### src/rtl/traffic_pkg.sv
// Shared definitions for the traffic light controller and its protocol monitor:
// phase encodings, fault codes, monitor states and the lamp decoder.
package traffic_pkg;

  // Phase encodings; the legal order is simply +1 modulo 4.
  localparam logic [1:0] PH_R  = 2'b00;
  localparam logic [1:0] PH_RA = 2'b01;
  localparam logic [1:0] PH_G  = 2'b10;
  localparam logic [1:0] PH_A  = 2'b11;

  // Fault causes reported by the monitor.
  localparam logic [1:0] ERR_NONE    = 2'b00;
  localparam logic [1:0] ERR_ILLEGAL = 2'b01;
  localparam logic [1:0] ERR_TRANS   = 2'b10;
  localparam logic [1:0] ERR_DWELL   = 2'b11;

  // Monitor FSM states.
  typedef enum logic [1:0] {
    ST_UNLOCKED = 2'd0,
    ST_LOCKED   = 2'd1,
    ST_FAULT    = 2'd2
  } mon_state_e;

  // Returns {legal, phase}. Illegal lamp patterns report phase R with legal=0.
  function automatic logic [2:0] decode_lamps(input logic red, input logic amber,
                                              input logic green);
    logic [2:0] result;
    case ({green, amber, red})
      3'b001:  result = {1'b1, PH_R};
      3'b011:  result = {1'b1, PH_RA};
      3'b100:  result = {1'b1, PH_G};
      3'b010:  result = {1'b1, PH_A};
      default: result = {1'b0, PH_R};
    endcase
    return result;
  endfunction

endpackage

### src/rtl/dwell_counter.sv
// Saturating dwell counter: load forces the count to 1 (first sample of a new
// phase), inc adds one until the saturation value is reached.
module dwell_counter #(
  parameter int unsigned SAT = 16,
  parameter int unsigned W   = $clog2(SAT + 1)
) (
  input  logic         clk,
  input  logic         rst,
  input  logic         load,
  input  logic         inc,
  output logic [W-1:0] count
);

  localparam logic [W-1:0] SAT_C = W'(SAT);

  logic [W-1:0] count_q;
  logic [W-1:0] count_d;

  // Next count: load has priority, increment stops at the saturation value.
  always_comb begin
    count_d = count_q;
    if (load) begin
      count_d = W'(1);
    end else if (inc && (count_q != SAT_C)) begin
      count_d = count_q + W'(1);
    end
  end

  // Count register, cleared by reset.
  always_ff @(posedge clk or posedge rst) begin
    if (rst) begin
      count_q <= '0;
    end else begin
      count_q <= count_d;
    end
  end

  assign count = count_q;

endmodule

### src/rtl/traffic_monitor.sv
// In-circuit protocol monitor for the traffic light controller. Decodes the
// lamps every clock, checks the R -> RA -> G -> A -> R order and per-phase
// dwell bounds, counts completed cycles and latches the first fault.
module traffic_monitor
  import traffic_pkg::*;
#(
  parameter int unsigned DWELL_MIN = 1,
  parameter int unsigned DWELL_MAX = 15,
  parameter int unsigned CNT_W     = 8
) (
  input  logic             clk,
  input  logic             rst,
  input  logic             red,
  input  logic             amber,
  input  logic             green,
  input  logic             check_en,
  output logic             locked,
  output logic [1:0]       phase,
  output logic             err,
  output logic [1:0]       err_code,
  output logic [CNT_W-1:0] cycles
);

  // Dwell must be able to represent DWELL_MAX+1, where it saturates.
  localparam int unsigned DW = $clog2(DWELL_MAX + 2);
  localparam logic [DW-1:0] DWELL_MIN_C = DW'(DWELL_MIN);
  localparam logic [DW-1:0] DWELL_MAX_C = DW'(DWELL_MAX);
  localparam logic [CNT_W-1:0] CYC_SAT = '1;

  mon_state_e       state_q, state_d;
  logic             locked_q, locked_d;
  logic [1:0]       phase_q, phase_d;
  logic             err_q, err_d;
  logic [1:0]       err_code_q, err_code_d;
  logic [CNT_W-1:0] cycles_q, cycles_d;

  logic [2:0]       dec;
  logic             dec_legal;
  logic [1:0]       dec_phase;
  logic [DW-1:0]    dwell;
  logic             dwell_load;
  logic             dwell_inc;
  logic             fault;
  logic [1:0]       fault_code;

  assign dec       = decode_lamps(red, amber, green);
  assign dec_legal = dec[2];
  assign dec_phase = dec[1:0];

  dwell_counter #(
    .SAT (DWELL_MAX + 1),
    .W   (DW)
  ) u_dwell (
    .clk   (clk),
    .rst   (rst),
    .load  (dwell_load),
    .inc   (dwell_inc),
    .count (dwell)
  );

  // Sequence rules: next state, phase tracking, cycle count and fault capture.
  always_comb begin
    state_d    = state_q;
    phase_d    = phase_q;
    err_d      = err_q;
    err_code_d = err_code_q;
    cycles_d   = cycles_q;
    dwell_load = 1'b0;
    dwell_inc  = 1'b0;
    fault      = 1'b0;
    fault_code = ERR_NONE;

    case (state_q)
      ST_UNLOCKED: begin
        if (check_en) begin
          if (dec_legal) begin
            state_d    = ST_LOCKED;
            phase_d    = dec_phase;
            dwell_load = 1'b1;
          end else begin
            fault      = 1'b1;
            fault_code = ERR_ILLEGAL;
          end
        end
      end

      ST_LOCKED: begin
        if (!check_en) begin
          // Disabling wins over anything seen on the lamps this sample.
          state_d = ST_UNLOCKED;
        end else if (!dec_legal) begin
          fault      = 1'b1;
          fault_code = ERR_ILLEGAL;
        end else if (dec_phase == phase_q) begin
          if (dwell >= DWELL_MAX_C) begin
            fault      = 1'b1;
            fault_code = ERR_DWELL;
          end else begin
            dwell_inc = 1'b1;
          end
        end else if (dec_phase == phase_q + 2'd1) begin
          if (dwell < DWELL_MIN_C) begin
            fault      = 1'b1;
            fault_code = ERR_DWELL;
          end else begin
            phase_d    = dec_phase;
            dwell_load = 1'b1;
            if ((phase_q == PH_A) && (cycles_q != CYC_SAT)) begin
              cycles_d = cycles_q + CNT_W'(1);
            end
          end
        end else begin
          fault      = 1'b1;
          fault_code = ERR_TRANS;
        end
      end

      ST_FAULT: begin
        // Absorbing until reset.
      end

      default: begin
        state_d = ST_UNLOCKED;
      end
    endcase

    if (fault) begin
      state_d = ST_FAULT;
      err_d   = 1'b1;
      if (err_code_q == ERR_NONE) begin
        err_code_d = fault_code;
      end
    end

    locked_d = (state_d == ST_LOCKED);
  end

  // State and registered outputs; reset clears all history.
  always_ff @(posedge clk or posedge rst) begin
    if (rst) begin
      state_q    <= ST_UNLOCKED;
      locked_q   <= 1'b0;
      phase_q    <= PH_R;
      err_q      <= 1'b0;
      err_code_q <= ERR_NONE;
      cycles_q   <= '0;
    end else begin
      state_q    <= state_d;
      locked_q   <= locked_d;
      phase_q    <= phase_d;
      err_q      <= err_d;
      err_code_q <= err_code_d;
      cycles_q   <= cycles_d;
    end
  end

  assign locked   = locked_q;
  assign phase    = phase_q;
  assign err      = err_q;
  assign err_code = err_code_q;
  assign cycles   = cycles_q;

endmodule

### config.mk
export PLATFORM = sky130hd
export DESIGN_NAME = traffic_monitor
export DESIGN_NICKNAME = d
export VERILOG_FILES = /design/src/rtl/traffic_pkg.sv /design/src/rtl/dwell_counter.sv /design/src/rtl/traffic_monitor.sv
export SDC_FILE = /design/constraint.sdc
export NUM_CORES = 1
export LEC_CHECK = 0
export CAP_MARGIN = 20
export CORE_ASPECT_RATIO = 1.5
export CORE_MARGIN = 2
export CORE_UTILIZATION = 30
export DETAILED_ROUTE_END_ITERATION = 7
export HOLD_SLACK_MARGIN = 0.08
export MAX_ROUTING_LAYER = met4
export PLACE_DENSITY = 0.49
export SLEW_MARGIN = 15
export SYNTH_ARGS = -nofsm -noshare
export SYNTH_HDL_FRONTEND = slang
export SYNTH_HIERARCHICAL = 1
export SYNTH_SLANG_ARGS = --single-unit
### constraint.sdc
create_clock -name clk -period 2.4 [get_ports clk]
set_input_delay 0.48 -clock clk [delete_from_list [all_inputs] [get_ports clk]]
set_output_delay 0.48 -clock clk [all_outputs]
set_load 0.005 [all_outputs]
==> results of run 1 <==
[cells by family after synthesis]
kind of cell	Yosys count	share of synthesized area, %
buf+inv	15	5.10
fa+ha+maj	4	4.16
flops	21	43.7
xor+xnor	15	10.9
mux	5	4.47
simple gates	37	17.7
compound gates	18	13.9
[per-stage QoR]
stage               power [W]  hold slack (ps)
finish                0.00109              435
global route          0.00118              478
CTS                   0.00110              440
detailed placement   0.000859              444
global placement     0.000853              441
floorplan            0.000677              259
[layout by cell type (no fill, tap or decap), drive strengths merged, types with 2 or more instances in the layout]
cell and count:
buf 20, o211a 2, a41oi 2, nor2 9, nand3 3, xnor2 13, a211oi 2, ha 4
o41ai 2, clkdlybuf4s50 18, mux2i 2, nand2 7, dfrtp 21, nor2b 4, o21ai 3, nand4 6
xor2 2, and3 2, mux2 3, inv 12, clkbuf 3
[routing by layer]
metal | routed length, um | vias up
li1 | - | 480
met1 | 1030 | 456
met2 | 1470 | 21
met3 | 81 | 4
met4 | 55 | 0
met5 | 0 | -
[cell type report]
type	count	area share (%)
repair buffers	39	20.8
flip-flops and latches	21	31.9
multi-input cells	79	38.4
well taps	45	3.41
clock buffers	3	2.50
inverters	12	2.73
clock inverters	1	0.303
[worst max-delay path, cell delays in order]
cell and delay [ps]:
clkdlybuf4s50_1 460, buf_4 180, xnor2_1 290, nand3_2 200, nor4_4 310, buf_4 170
mux2_1 300
[report_power, final]
part           internal (W)  total [W]  switching, W  leakage [nW]
logic              0.000227   0.000436      0.000209         0.448
clock network      0.000116   0.000232      0.000116        0.0255
registers          0.000391   0.000424     0.0000330         0.272
[worst max-delay path by stage]
stage,from,end,slack (ps)
final,green,cycles[1],160
after detailed placement,red,u_dwell/count[2],-250
after CTS,red,u_dwell/count[2],70
after global placement,red,u_dwell/count[2],-290
after global routing,amber,u_dwell/count[1],4
after floorplan,phase[0],cycles[1],190
[timing repair]
action                                 4_1_cts  5_1_grt
setup endpoints to repair                    1        7
endpoints found under the hold margin        0        0
resized for setup                            1        5
pin swaps                                    0        2
buffers inserted                             0        1
[flip-flops by register name, summed over array words and instances (netlist names)]
signal and count:
cycles 8, err 1, err_code 2, locked 1, phase 2, state_q 2
u_dwell/count 5
==> impl_metrics.ini, run 1 <==
[cts]
hold_buffers = 0
cts_tree = built
numCtsBuffers = 3
clockBufferDepth = 2
worstSkewPairLatency_ps = 260
cts.clk_slew.worst_paths_ps = 80
htreeDepth = 1
clock_sinks = 21
root_buffer = clkbuf_8

[sta]
hold_viol = 0
fmax_mhz = 446
timing.final.ws_setup_ps = 157
final.period_utilization_pct = 93.4
skew_ps = 1.32
setup_violations = 0
rsz0062_at_grt = false
worst_pin_slew_ps = 653
tns_ps = 0
period_needed_ps = 2240
maxSlewViolCount = 0
relSlewSlack_pct = 56.4

[final_layout]
fin_cells = 200
n_antenna_cell = 0
nNetsFinal = 166
multi_input_area_sq_um = 633
final_area_sq_um = 1650
fillCellCount = 376
area_growth_pct = 37.1
final_util_pct = 42.4
regArea_sq_um = 526
drive_gt1_share_pct = 23.2

[global_routing]
met1_usage_pct = 12.7
use_met3_pct = 1.89
use_met2_pct = 25.4
grt_pass1_wl_mm = 4.51
overflow = 0
antenna_found_initial = 0
grt_max_degree = 17
top_usage_layer = met2
grt_pass1_vias = 989
track_usage_pct = 13.2

[floorplan]
ios = 20
fp.dieH_um = 81.5
num_rows = 28
die_area_sq_um = 4540
die_w_um = 55.7
initial_utilization_pct = 30.9
core_area_sq_um = 3890

[detailed_routing]
ant_nets = 0
via_per_inst = 4.81
wirelength_mm = 2.63
dr.pass1.iters = 4
dr_total_vias = 961
wl_per_cell_um = 13.1
drtIter0Drc = 29
drc = 0

[place]
place_area_sq_um = 1580
dp_cells = 195
dp_slack_ps = -251
dp_hpwl_mm = 2.09
io_buffer_count = 19
gp_congestion = 0.770

[job]
max-cap-violations = 0

[setup_path]
end_kind = register
cp_data_arrival_time_ps = 2390
critPathKind = primary input to register
reg2reg_slack_ps = 200
reg2reg_to = cycles[1]
crit_fanout = 5
startpoint_type = primary input
worstRegToRegCells = 7
worstPathRequired_ps = 2550
r2r_start = phase[0]

[yosys]
synth_area_leaders = dfrtp_1 44%, xnor2_1 9.5%, ha_1 4.2%
syn-cell-area_sq_um = 1200
synth-seq-cells = 21
ys_seq_area_share_pct = 43.7
ys_top_cells_by_count = 21 x dfrtp_1, 13 x xnor2_1, 11 x inv_1
yosysMostFrequentCell = dfrtp_1
async_flop_share_pct = 100
ys.flop_type = dfrtp_1
synth_nets = 125
syn-instance-count = 115
ys_warn_count = 6
synth_edf_count = 0
syn_avg_cell_area_sq_um = 10.5
synth_top_area_share_pct = 43.7
ys_types = 39
synth_area_leader_cell = dfrtp_1

[hold_path]
hold_path.class = primary input to async pin

[power]
ir_drop_uv = 316
p_leak_nw = 0.746
p_per_area_nw_per_um2 = 662

[run_status]
status = completed
No activity file was read; power rests on OpenSTA's default activity.
==> inputs of run 2 (changes only) <==
CORE_UTILIZATION = 52   (was 30)
PLACE_DENSITY = 0.77   (was 0.49)
==> impl_metrics.ini, run 2 (synthesis gave the netlist of run 1 again) <==
[cts]
cts_tree = built
clockBufferDepth = 2
cts.clk_slew.worst_paths_ps = 120
cts_setup_buffers = 0
worstSkewPairLatency_ps = 300
htreeDepth = 1
clock_sinks = 21
root_buffer = clkbuf_4
numCtsBuffers = 3

[floorplan]
num_rows = 21
die_area_sq_um = 2720
fp.dieH_um = 62.9
ios = 20
die_w_um = 43.3
initial_utilization_pct = 54.5
core_area_sq_um = 2210

[setup_path]
cp_data_arrival_time_ps = 2580
end_kind = register
crit_fanout = 5
startpoint_type = primary input
critPathKind = primary input to register
worstPathRequired_ps = 2600

[run_status]
status = completed

[final_layout]
largest_reg_flops = 8
n_antenna_cell = 0
final_cell_mix = 21 x dfrtp_1, 19 x clkdlybuf4s50_1, 18 x buf_4
final_common_cell = dfrtp_1
regArea_sq_um = 526
area_growth_pct = 30.9
drive_gt1_share_pct = 19.6
nNetsFinal = 164
multi_input_area_sq_um = 622
fillCellCount = 174

[global_routing]
overflow = 0
track_usage_pct = 21.3
antenna_found_initial = 0
grt_max_degree = 17
grt_pass1_vias = 997
grt_pass1_wl_mm = 4.43

[power]
pwr-share-comb_pct = 42.7
netSwitchingFraction_pct = 34.6
switchingPower_w = 0.000358
p_seq_share_pct = 40.9
p_per_area_nw_per_um2 = 658
total_power_w = 0.00104
p_leak_nw = 0.721
clkPwrFrac_pct = 16.4
p_int_w = 0.000678
ir_drop_uv = 404

[sta]
worst_pin_slew_ps = 636
tns_ps = 0
maxSlewViolCount = 0
relSlewSlack_pct = 57.6
period_needed_ps = 2370
hold_viol = 0
fmax_mhz = 421
holdWs_ps = 394
skew_ps = 1.43
setup_violations = 0
final.period_utilization_pct = 98.9

[job]
max-cap-violations = 0

[detailed_routing]
wirelength_mm = 2.57
ant_nets = 0
wl_per_cell_um = 14.6
drtIter0Drc = 19
drc = 0
via_per_inst = 5.57
dr.pass1.iters = 4
dr_total_vias = 980

[hold_path]
hold_path.class = primary input to async pin

[place]
gp_congestion = 0.846
io_buffer_count = 19
dp_hpwl_mm = 2.06
-- run 2: cell count changes in the layout (fill, tap and decap cells not counted), sizes merged --
cell           delta
dlymetal6s2s      -1
buf               -2
clkdlybuf4s50     +1
-- run 2: power groups by stage --
stage	combinational [W]	sequential (W)	clock, W
6_report	0.000442	0.000424	0.000170
5_1_grt	0.000479	0.000428	0.000186
4_1_cts	0.000431	0.000424	0.000176
3_5_place_dp	0.000428	0.000431	0
3_3_place_gp	0.000414	0.000429	0
2_1_floorplan	0.000234	0.000442	0
-- run 2: path summary, 6_finish.rpt --
kind                               endpoint  cells past startpoint  slack [ps]  startpoint
setup / recovery                  cycles[7]                      9          30         red
hold / removal             u_dwell/count[2]                      2         390         rst
setup reg to reg                  cycles[7]                      8          80    phase[0]
hold reg to reg                         err                      1         480         err
max in group asynchronous       err_code[0]                      2        1420         rst
min in group clk                        err                      1         480         err
-- run 2: timing repair --
action                     CTS  global route
hold buffers                 0             0
setup endpoints to repair    0             5
gates resized for setup      0             1
-- run 2: critical path: stages --
cell and delay [ps]:
clkdlybuf4s50_1 480, buf_4 170, xnor2_1 130, o41ai_2 340
a31oi_2 130, nor4_4 370, buf_4 200, nand4_1 130
xnor2_1 150
-- run 2: stage by stage --
step	utilization (%)	area (sq um)	instances	setup WS, ps
2_1_floorplan	-	1200	115	189
3_3_place_gp	69.8	1540	172	-133
3_5_place_dp	69.8	1540	172	-232
4_1_cts	71.0	1570	176	87.2
5_1_grt	71.3	1570	176	-74.2
6_report	71.3	1570	176	26.4
-- run 2: routing by layer --
layer,part of all wire [%],wire length [um],global-route usage [%],up-vias
met2,60,1550,42.2,19
li1,-,-,-,479
met1,36,924,21.3,476
met4,1.7,45,4.55,0
met3,2.1,53,1.73,6
met5,0,0,-,-
-- run 2: cell type report --
cell class | count | share of cell area (%)
Multi-Input combinational cell | 79 | 39.5
Sequential cell | 21 | 33.4
Timing Repair Buffer | 37 | 20.7
Inverter | 12 | 2.86
Tap cell | 23 | 1.83
Clock buffer | 3 | 1.43
Clock inverter | 1 | 0.318
